File: src/rtl/parking_access_ctrl_pkg.sv
// -----------------------------------------------------------------------------
// parking_access_ctrl_pkg
// Shared definitions for the parking-lot entry controller.
//   parkState_e  : FSM state encoding, also exported on the estado debug port
//   attemptWidth : width of the wrong-PIN attempt counter for a given limit
// -----------------------------------------------------------------------------
package parking_access_ctrl_pkg;

    // The numeric values are visible to software through the estado port,
    // so they are pinned explicitly rather than left to the tool.
    typedef enum logic [2:0] {
        ST_IDLE     = 3'd0,
        ST_WAIT_PIN = 3'd1,
        ST_OPEN     = 3'd2,
        ST_BLOCK    = 3'd3
    } parkState_e;

    // The attempt counter must be able to hold the value maxTries itself.
    // A limit of 1 would give $clog2(2) = 1, which is already enough.
    function automatic int attemptWidth(input int maxTries);
        return (maxTries < 1) ? 1 : $clog2(maxTries + 1);
    endfunction

endpackage

File: src/rtl/parking_access_ctrl_gate_timer.sv
// -----------------------------------------------------------------------------
// GateTimer
// Counts how long the gate has been open without a vehicle starting to cross.
// The count restarts from zero while clear_i is high. It advances only while
// enable_i is high, so the owner can freeze it once a vehicle is on the line.
// expire_o is a single-cycle pulse in the cycle where the count has reached
// TIMEOUT_CYC-1 and the timer is still enabled.
//
// Ports
//   clock     in  1  system clock, rising edge
//   reset     in  1  synchronous, active-high
//   clear_i   in  1  hold the count at zero
//   enable_i  in  1  advance the count this cycle
//   expire_o  out 1  timeout reached this cycle
// -----------------------------------------------------------------------------
module GateTimer #(
    parameter int TIMEOUT_CYC = 1000
) (
    input  logic clock,
    input  logic reset,
    input  logic clear_i,
    input  logic enable_i,
    output logic expire_o
);

    localparam int TW = $clog2(TIMEOUT_CYC);
    localparam logic [TW-1:0] LAST = TW'(TIMEOUT_CYC - 1);

    logic [TW-1:0] count_q;
    logic [TW-1:0] count_d;

    // Next count: clear wins over counting. The counter stops at LAST, so it
    // never wraps even if the owner does not react to the expiry in time.
    always_comb begin
        count_d = count_q;
        if (clear_i) begin
            count_d = '0;
        end else if (enable_i && (count_q != LAST)) begin
            count_d = count_q + 1'b1;
        end
    end

    // Counter register with synchronous reset.
    always_ff @(posedge clock) begin
        if (reset) begin
            count_q <= '0;
        end else begin
            count_q <= count_d;
        end
    end

    assign expire_o = enable_i & ~clear_i & (count_q == LAST);

endmodule

File: src/rtl/parking_access_ctrl.sv
// -----------------------------------------------------------------------------
// parking_access_ctrl
// Parking-lot entry controller. It detects a vehicle arriving at the gate,
// checks PIN entries presented with a one-cycle strobe, opens the gate and
// counts admitted vehicles. It also raises two alarms:
//   - a wrong-PIN alarm after MAX_TRIES consecutive bad entries;
//   - a blocking alarm when a vehicle crosses a closed gate or a second vehicle
//     tailgates the one just admitted.
// All outputs are registered and change one cycle after the input event.
//
// Ports
//   clock                    in  1        system clock, rising edge
//   reset                    in  1        synchronous, active-high
//   sensor_llegada_vehiculo  in  1        vehicle present at the gate
//   sensor_ingreso_vehiculo  in  1        vehicle on the gate line
//   clave                    in  PIN_W    entered PIN, valid with clave_valid
//   clave_valid              in  1        one-cycle strobe for a new PIN entry
//   senal_compuerta          out 1        1 = gate open
//   senal_alarma_pin         out 1        wrong-PIN alarm
//   senal_alarma_bloqueo     out 1        blocking / tailgate alarm
//   intentos                 out IW       consecutive wrong PINs, saturating
//   cuenta_vehiculos         out CNT_W    admitted vehicles, wrapping
//   estado                   out 3        current FSM state (debug)
// -----------------------------------------------------------------------------
module parking_access_ctrl
    import parking_access_ctrl_pkg::*;
#(
    parameter int               PIN_W       = 16,
    parameter logic [PIN_W-1:0] PIN_VALUE   = 16'h3257,
    parameter int               MAX_TRIES   = 3,
    parameter int               TIMEOUT_CYC = 1000,
    parameter int               CNT_W       = 8
) (
    input  logic                               clock,
    input  logic                               reset,
    input  logic                               sensor_llegada_vehiculo,
    input  logic                               sensor_ingreso_vehiculo,
    input  logic [PIN_W-1:0]                   clave,
    input  logic                               clave_valid,
    output logic                               senal_compuerta,
    output logic                               senal_alarma_pin,
    output logic                               senal_alarma_bloqueo,
    output logic [attemptWidth(MAX_TRIES)-1:0] intentos,
    output logic [CNT_W-1:0]                   cuenta_vehiculos,
    output logic [2:0]                         estado
);

    localparam int IW = attemptWidth(MAX_TRIES);
    localparam logic [IW-1:0] TRIES_MAX = IW'(MAX_TRIES);

    parkState_e      state_q;
    logic            ingresoPrev_q;
    logic            ingresoSeen_q;
    logic            gate_q;
    logic            alarmPin_q;
    logic            alarmBlock_q;
    logic [IW-1:0]   tries_q;
    logic [IW-1:0]   tries_d;
    logic [CNT_W-1:0] vehicles_q;

    logic pinOk;
    logic pinWrong;
    logic ingresoFall;
    logic timerClear;
    logic timerEnable;
    logic timerExpire;

    assign pinOk       = clave_valid & (clave == PIN_VALUE);
    assign pinWrong    = clave_valid & (clave != PIN_VALUE);
    assign ingresoFall = ingresoPrev_q & ~sensor_ingreso_vehiculo;

    // The timer only runs while the gate is open. It freezes as soon as the
    // crossing sensor goes high, including in the cycle where it first rises,
    // so a vehicle that is on the line can never be timed out.
    assign timerClear  = (state_q != ST_OPEN);
    assign timerEnable = (state_q == ST_OPEN) & ~ingresoSeen_q & ~sensor_ingreso_vehiculo;

    GateTimer #(
        .TIMEOUT_CYC (TIMEOUT_CYC)
    ) u_gateTimer (
        .clock    (clock),
        .reset    (reset),
        .clear_i  (timerClear),
        .enable_i (timerEnable),
        .expire_o (timerExpire)
    );

    // Saturating increment of the wrong-PIN counter. Once the limit is
    // reached, further wrong entries leave the count at the limit.
    always_comb begin
        tries_d = tries_q;
        if (tries_q != TRIES_MAX) begin
            tries_d = tries_q + 1'b1;
        end
    end

    // Main controller: state, edge register, attempt and vehicle counters and
    // all registered outputs are updated here together, so every output
    // reflects the decision made on the same clock edge.
    always_ff @(posedge clock) begin
        if (reset) begin
            state_q       <= ST_IDLE;
            ingresoPrev_q <= 1'b0;
            ingresoSeen_q <= 1'b0;
            gate_q        <= 1'b0;
            alarmPin_q    <= 1'b0;
            alarmBlock_q  <= 1'b0;
            tries_q       <= '0;
            vehicles_q    <= '0;
        end else begin
            ingresoPrev_q <= sensor_ingreso_vehiculo;

            case (state_q)
                ST_IDLE: begin
                    gate_q        <= 1'b0;
                    ingresoSeen_q <= 1'b0;
                    if (sensor_llegada_vehiculo && sensor_ingreso_vehiculo) begin
                        state_q      <= ST_BLOCK;
                        alarmBlock_q <= 1'b1;
                    end else if (sensor_llegada_vehiculo) begin
                        state_q <= ST_WAIT_PIN;
                    end
                end

                // Sensor events outrank a PIN strobe in the same cycle. A driver
                // leaving does not clear the attempt count or the PIN alarm, so
                // the alarm cannot be reset by simply reversing and returning.
                ST_WAIT_PIN: begin
                    gate_q <= 1'b0;
                    if (sensor_ingreso_vehiculo) begin
                        state_q      <= ST_BLOCK;
                        alarmBlock_q <= 1'b1;
                    end else if (pinOk) begin
                        state_q       <= ST_OPEN;
                        gate_q        <= 1'b1;
                        tries_q       <= '0;
                        alarmPin_q    <= 1'b0;
                        ingresoSeen_q <= 1'b0;
                    end else if (pinWrong) begin
                        tries_q <= tries_d;
                        if (tries_d == TRIES_MAX) begin
                            alarmPin_q <= 1'b1;
                        end
                    end else if (!sensor_llegada_vehiculo) begin
                        state_q <= ST_IDLE;
                    end
                end

                // A vehicle counts as admitted when its crossing finishes
                // (falling edge of the line sensor). If another vehicle is
                // already waiting at that moment it is treated as tailgating.
                // PIN strobes are ignored while the gate is open.
                ST_OPEN: begin
                    if (sensor_ingreso_vehiculo) begin
                        ingresoSeen_q <= 1'b1;
                    end
                    if (ingresoFall) begin
                        vehicles_q <= vehicles_q + 1'b1;
                        gate_q     <= 1'b0;
                        if (sensor_llegada_vehiculo) begin
                            state_q      <= ST_BLOCK;
                            alarmBlock_q <= 1'b1;
                        end else begin
                            state_q <= ST_IDLE;
                        end
                    end else if (timerExpire) begin
                        gate_q  <= 1'b0;
                        state_q <= ST_IDLE;
                    end
                end

                // Only the correct PIN releases the block; wrong entries here
                // do not touch the attempt counter.
                ST_BLOCK: begin
                    gate_q       <= 1'b0;
                    alarmBlock_q <= 1'b1;
                    if (pinOk) begin
                        state_q      <= ST_IDLE;
                        alarmBlock_q <= 1'b0;
                        alarmPin_q   <= 1'b0;
                        tries_q      <= '0;
                    end
                end

                default: begin
                    state_q <= ST_IDLE;
                    gate_q  <= 1'b0;
                end
            endcase
        end
    end

    assign senal_compuerta      = gate_q;
    assign senal_alarma_pin     = alarmPin_q;
    assign senal_alarma_bloqueo = alarmBlock_q;
    assign intentos             = tries_q;
    assign cuenta_vehiculos     = vehicles_q;
    assign estado               = state_q;

endmodule

File: config.mk
export PLATFORM = sky130hd
export DESIGN_NAME = parking_access_ctrl
export DESIGN_NICKNAME = d
export VERILOG_FILES = /design/src/rtl/parking_access_ctrl_pkg.sv /design/src/rtl/parking_access_ctrl_gate_timer.sv /design/src/rtl/parking_access_ctrl.sv
export SDC_FILE = /design/constraint.sdc
export NUM_CORES = 1
export LEC_CHECK = 0
export CAP_MARGIN = 20
export CELL_PAD_IN_SITES_DETAIL_PLACEMENT = 0
export CELL_PAD_IN_SITES_GLOBAL_PLACEMENT = 1
export CORE_MARGIN = 2
export CORE_UTILIZATION = 30
export DETAILED_ROUTE_END_ITERATION = 6
export PLACE_DENSITY = 0.7
export SLEW_MARGIN = 40
export SYNTH_ARGS = -nofsm -noshare
export SYNTH_HDL_FRONTEND = slang
export SYNTH_HIERARCHICAL = 1
export SYNTH_SLANG_ARGS = --single-unit
File: constraint.sdc
create_clock -name clock -period 2.7 [get_ports clock]
set_input_delay 0.54 -clock clock [delete_from_list [all_inputs] [get_ports clock]]
set_output_delay 0.54 -clock clock [all_outputs]
set_load 0.05 [all_outputs]
==> results by group, run 1 <==
Placed design
  • DP Cell Count: 253
  • Hpwl dp: 2.49 mm
  • IO Port Bufs: 35
  • DP Area: 1830 um2
  • Final GP Congestion: 0.789

Synth
  • Synth cell types: 43
  • Number of flops mapped to enable cells by yosys: 0
  • Ys Warns: 6
  • Synthesized area: 1440 um2
  • Synthesized flop and latch total: 27
  • Async set-reset flop share out of synthesis: 0%
  • Mean Syn Cell Area: 8.47 um2
  • Post-synthesis sequential area ratio: 37.5%
  • Synth Instances: 170
  • Synthesized Nets: 193
  • Top_reg_cell synth: dfxtp_1

Cells and area
  • FILL cells: 476
  • Commonest cells after routing, fill and taps aside: 35 x clkdlybuf4s50_1, 27 x dfxtp_1, 21 x nor2_1
  • Number of diodes: 0
  • Multi-input gate area: 821 um2
  • Fin cells: 257
  • Layout cells sized above 1: 6.90%
  • Reg area: 541 um2
  • Post-route cell area: 1880 um2
  • Final #Nets: 227
  • Commonest non-fill, non-tap cell in the layout: clkdlybuf4s50_1
  • Area grow syn2layout: 30.3%

STA
  • Setup Skew: 0.00675 ns
  • RSZ-0062 raised after global routing: false
  • Tmin final: 2.29 ns
  • Tcrit/Tclk final: 84.9%
  • Fmax: 436 MHz
  • Slew @ Worst Pin: 0.507 ns
  • Final Hold Viols: 0
  • Sum Neg Setup Slack: 0 ns
  • Slew Limit Fails: 0
  • Final setup viols: 0
  • Max_slew headroom: 66.1%

Floorplan
  • Die Span X: 73.3 um
  • Die Y: 73.3 um
  • DIE AREA: 5370 um2
  • Initial core utilization: 30.9%
  • Ports: 37
  • Core Region: 4660 um2
  • Site Rows: 25

Clock network
  • CTS Hold Bufs: 0
  • Postcts setup bufs: 0
  • Clock sink total: 27
  • PostCTS Resize Cnt: 0
  • Max clock buf depth: 2
  • CTS tree: yes
  • CTS Buf Count: 3
  • CTS Root Cell: clkbuf_8
  • Skew-Pair Late Insertion Delay: 0.27 ns
  • H-tree Lvls: 1
  • Clock transition at path regs: 0.09 ns

Critical path
  • Max incr delay on CP: 0.89 ns
  • Worst EP required: 2.16 ns
  • CP Cell Sequence: clkdlybuf4s50_1
  • CP delay by family, top: buffers and inverters
  • Setup Crit Path Kind: reg -> out
  • CP max-delay cell: clkdlybuf4s50_1
  • Type of origin of the critical path: flop
  • Reg2reg path depth: 10
  • Critical path depth: 1
  • Critical path peak fanout: 13
  • Crit path buf inv count: 1
  • CP Data Arrival Time: 1.75 ns
  • Endpoint type of the worst setup path: output pin

Power
  • Leak: 0.648 nW
  • P per Cell Area: 430 nW/um2
  • Max VDD drop: 0.176 mV

Job
  • Max Cap Viol: 0

Drt
  • Drt pass-1 iters: 4
  • Post-route ant nets: 0
  • DR iter-0 viols: 61
  • DRC violations left: 0
  • DRT Wirelength: 3.36 mm
  • WL/cell: 13.1 um
  • Vias per inst: 5.30
  • Vias: 1,361

Global route
  • Vias in the first global route: 1,292
  • Largest net degree at the start of global routing: 19
  • Initial antenna violation count: 0
  • Tot GR Track Use: 13.2%
  • Gr ovfl total: 0
  • First-pass GRT wire length: 5.70 mm

Worst hold path
  • Hold Path Depth: 1
  • Hold WC Path Type: reg -> reg

Run status
  • Outcome: completed
[Yosys cell counts (all sizes together), types with 4 or more instances]
cell type  instances  area, um2
a21oi             15       75.1
a31oi              5       31.3
buf                6       43.8
clkbuf             4       16.3
dfxtp             27        541
inv                5       18.8
nand2             13       51.3
nand3              6       30.0
nand4              9       77.6
nor2              22       85.1
nor3               5       25.0
nor4bb             5       50.1
o31ai              6       45.0
or4                6       45.0
xor2               7       61.3
[flip-flops by register name, indices dropped and copies added (netlist names)]
signal,count
intentos,2
ingresoPrev_q,1
senal_alarma_pin,1
estado,2
senal_alarma_bloqueo,1
u_gateTimer/count_q,10
ingresoSeen_q,1
cuenta_vehiculos,8
senal_compuerta,1
[routing by layer]
metal	vias to the layer above	global-route usage, %	share of wire, %	routed length, um
met1	635	16.7	46	1540
met3	0	3.57	4.1	138
li1	693	-	-	-
met2	33	22.2	50	1680
met4	0	2.88	0	0
met5	-	0	0	0
[cells by family (layout without fill, tap and decap cells)]
kind of cell	after synthesis	after routing	share of synthesized area [%]
buffers and inverters	15	48	5.47
AOI/OAI and AO/OA	41	41	18.9
other	1	1	0.260
muxes	2	2	1.39
xor gates and xnor gates	8	8	4.87
DFF	27	27	37.5
and+or+nand+nor	74	74	29.9
adders and majority gates	2	2	1.74
[cell type report]
cell class,instances,share of cell area [%]
multi-input combinational,128,43.7
sequential,27,28.8
timing repair buffer,39,20.3
tap,54,3.60
clock buffer,3,2.20
inverter,5,1.00
clock inverter,1,0.400
[path summary, 6_finish.rpt]
check | from | end | slack, ns
hold / removal | senal_alarma_bloqueo$_SDFFE_PP0P_ | senal_alarma_bloqueo$_SDFFE_PP0P_ | 0.48
setup / recovery | estado[0]$_SDFFE_PP0P_ | estado[0] | 0.41
setup reg to reg | estado[0]$_SDFFE_PP0P_ | estado[0]$_SDFFE_PP0P_ | 0.51
hold reg to reg | senal_alarma_bloqueo$_SDFFE_PP0P_ | senal_alarma_bloqueo$_SDFFE_PP0P_ | 0.48
[where the power goes]
part,total [mW],switching (mW),internal [mW],leakage (nW)
Combinational,0.149,0.0830,0.0655,0.408
Sequential,0.425,0.0164,0.408,0.219
Clock,0.233,0.129,0.105,0.0217
[metrics by stage]
step                hold slack [ns]  setup WS [ns]  utilization (%)  power (mW)
floorplan                     0.460          0.577                -       0.524
global placement              0.455          0.424             39.2       0.581
detailed placement            0.454          0.408             39.2       0.582
CTS                           0.488          0.415             40.3       0.818
global route                  0.523          0.311             40.3       0.851
finish                        0.479          0.407             40.3       0.806
Note: power is estimated with default switching activity, not from simulation.
==> run 2: changes to the inputs <==
PLACE_DENSITY = 0.72   (was 0.7)
clock period = 2 ns   (was 2.7 ns; I/O delays follow)
==> results by group, run 2 (synthesis results as in run 1) <==
STA
  • Sum Neg Setup Slack: 0 ns
  • Final setup viols: 0
  • Tmin final: 1.91 ns
  • Fmax: 523 MHz
  • Final hold slack: 0.480 ns
  • Slew @ Worst Pin: 0.503 ns
  • Slew Limit Fails: 0
  • Setup Skew: 0.00504 ns
  • Final Hold Viols: 0
  • Max_slew headroom: 66.4%
  • Tcrit/Tclk final: 95.6%
  • RSZ-0062 raised after global routing: false

Drt
  • Vias per inst: 5.07
  • Post-route ant nets: 0
  • DR iter-0 viols: 97
  • Drt pass-1 iters: 4
  • WL/cell: 12.8 um
  • Vias: 1,405
  • DRC violations left: 0
  • DRT Wirelength: 3.54 mm

Clock network
  • PostCTS Resize Cnt: 0
  • CTS Buf Count: 3
  • CTS Root Cell: clkbuf_8
  • CTS tree: yes
  • Clock sink total: 27
  • H-tree Lvls: 1
  • Skew-Pair Late Insertion Delay: 0.27 ns
  • Clock transition at path regs: 0.09 ns
  • Max clock buf depth: 2
  • CTS Hold Bufs: 0
  • Postcts setup bufs: 0

Cells and area
  • Final #Nets: 247
  • Flip-flop count of the largest register after layout: 10
  • FILL cells: 466
  • Fin cells: 277
  • Number of diodes: 0
  • Largest Register: u_gateTimer/count_q
  • Commonest cells after routing, fill and taps aside: 31 x clkdlybuf4s50_1, 27 x buf_4, 26 x dfxtp_1
  • Area grow syn2layout: 40.7%
  • Layout cells sized above 1: 17.5%
  • Commonest non-fill, non-tap cell in the layout: clkdlybuf4s50_1

Floorplan
  • DIE AREA: 5370 um2
  • Ports: 37
  • Core Region: 4660 um2
  • Die Span X: 73.3 um
  • Site Rows: 25
  • Initial core utilization: 30.9%
  • Die Y: 73.3 um

Placed design
  • Final GP Congestion: 0.817
  • DP Cell Count: 273
  • IO Port Bufs: 35
  • Hpwl dp: 2.60 mm

Job
  • Max Cap Viol: 0

Critical path
  • Setup Crit Path Kind: reg -> out
  • CP Data Arrival Time: 1.51 ns
  • Worst EP required: 1.60 ns
  • Critical path peak fanout: 5
  • Type of origin of the critical path: flop
  • CP max-delay cell: clkdlybuf4s50_1
  • CP delay by family, top: buffers and inverters
  • Endpoint type of the worst setup path: output pin
  • Crit path buf inv count: 1
  • CP Cell Sequence: clkdlybuf4s50_1
  • Max incr delay on CP: 0.83 ns

Global route
  • First-pass GRT wire length: 6.05 mm
  • Largest net degree at the start of global routing: 19
  • Initial antenna violation count: 0
  • Vias in the first global route: 1,292
  • Tot GR Track Use: 14.2%
  • Gr ovfl total: 0

Power
  • Max VDD drop: 0.296 mV
  • Leak: 0.770 nW
  • P per Cell Area: 547 nW/um2
  • Tot Pwr: 1.11 mW

Worst hold path
  • Hold WC Path Type: reg -> reg

Run status
  • Outcome: completed
==> run 2: changes by cell type in the layout (fill, tap and decap cells not counted), sizes merged <==
cell,previous run,this run
dlymetal6s2s,0,1
clkinvlp,1,0
clkdlybuf4s50,35,31
buf,4,27
clkinv,0,1
==> run 2: layout make-up <==
cell class	count	area [um2]	share of cell area, %
Inverter	5	18.8	0.926
Tap cell	54	67.6	3.33
Clock buffer	3	41.3	2.04
Clock inverter	1	5.00	0.247
Timing Repair Buffer	59	526	25.9
Multi-Input combinational cell	128	827	40.8
Sequential cell	27	542	26.7
==> run 2: per-stage QoR <==
step	setup slack, ns	utilization, %	area, um2
after global routing	0.00355	43.5	2030
after global placement	-0.103	42.3	1970
after CTS	0.0239	43.3	2020
after floorplan	0.0527	-	1440
after detailed placement	-0.177	42.3	1970
final	0.0870	43.5	2030
==> run 2: power breakdown <==
part           switching, mW  internal, mW  leakage (nW)
clock network          0.172         0.140        0.0255
registers            0.00915         0.552         0.219
logic                  0.131         0.106         0.526
==> run 2: worst register-to-register path, delay by kind of cell (launching register included) <==
kind | cells | cell delay, ns
simple gates | 5 | 0.54
compound gates | 3 | 0.53
flops | 1 | 0.33
buf+inv | 2 | 0.32
==> run 2: final timing paths <==
check | from | end | slack [ns] | depth (start not counted)
setup / recovery | cuenta_vehiculos[4]$_SDFFE_PP0P_ | cuenta_vehiculos[4] | 0.09 | 1
hold / removal | senal_alarma_bloqueo$_SDFFE_PP0P_ | senal_alarma_bloqueo$_SDFFE_PP0P_ | 0.48 | 1
setup reg to reg | estado[0]$_SDFFE_PP0P_ | estado[0]$_SDFFE_PP0P_ | 0.18 | 10
hold reg to reg | senal_alarma_bloqueo$_SDFFE_PP0P_ | senal_alarma_bloqueo$_SDFFE_PP0P_ | 0.48 | 1
==> run 2: per-layer routing <==
layer / vias up / share of wire [%] / global-route usage [%]
met1: 642 / 48 / 19.9
met5: - / 0 / 0
met2: 22 / 48 / 22.4
met4: 0 / 0.42 / 2.47
li1: 739 / - / -
met3: 2 / 3.3 / 3.29
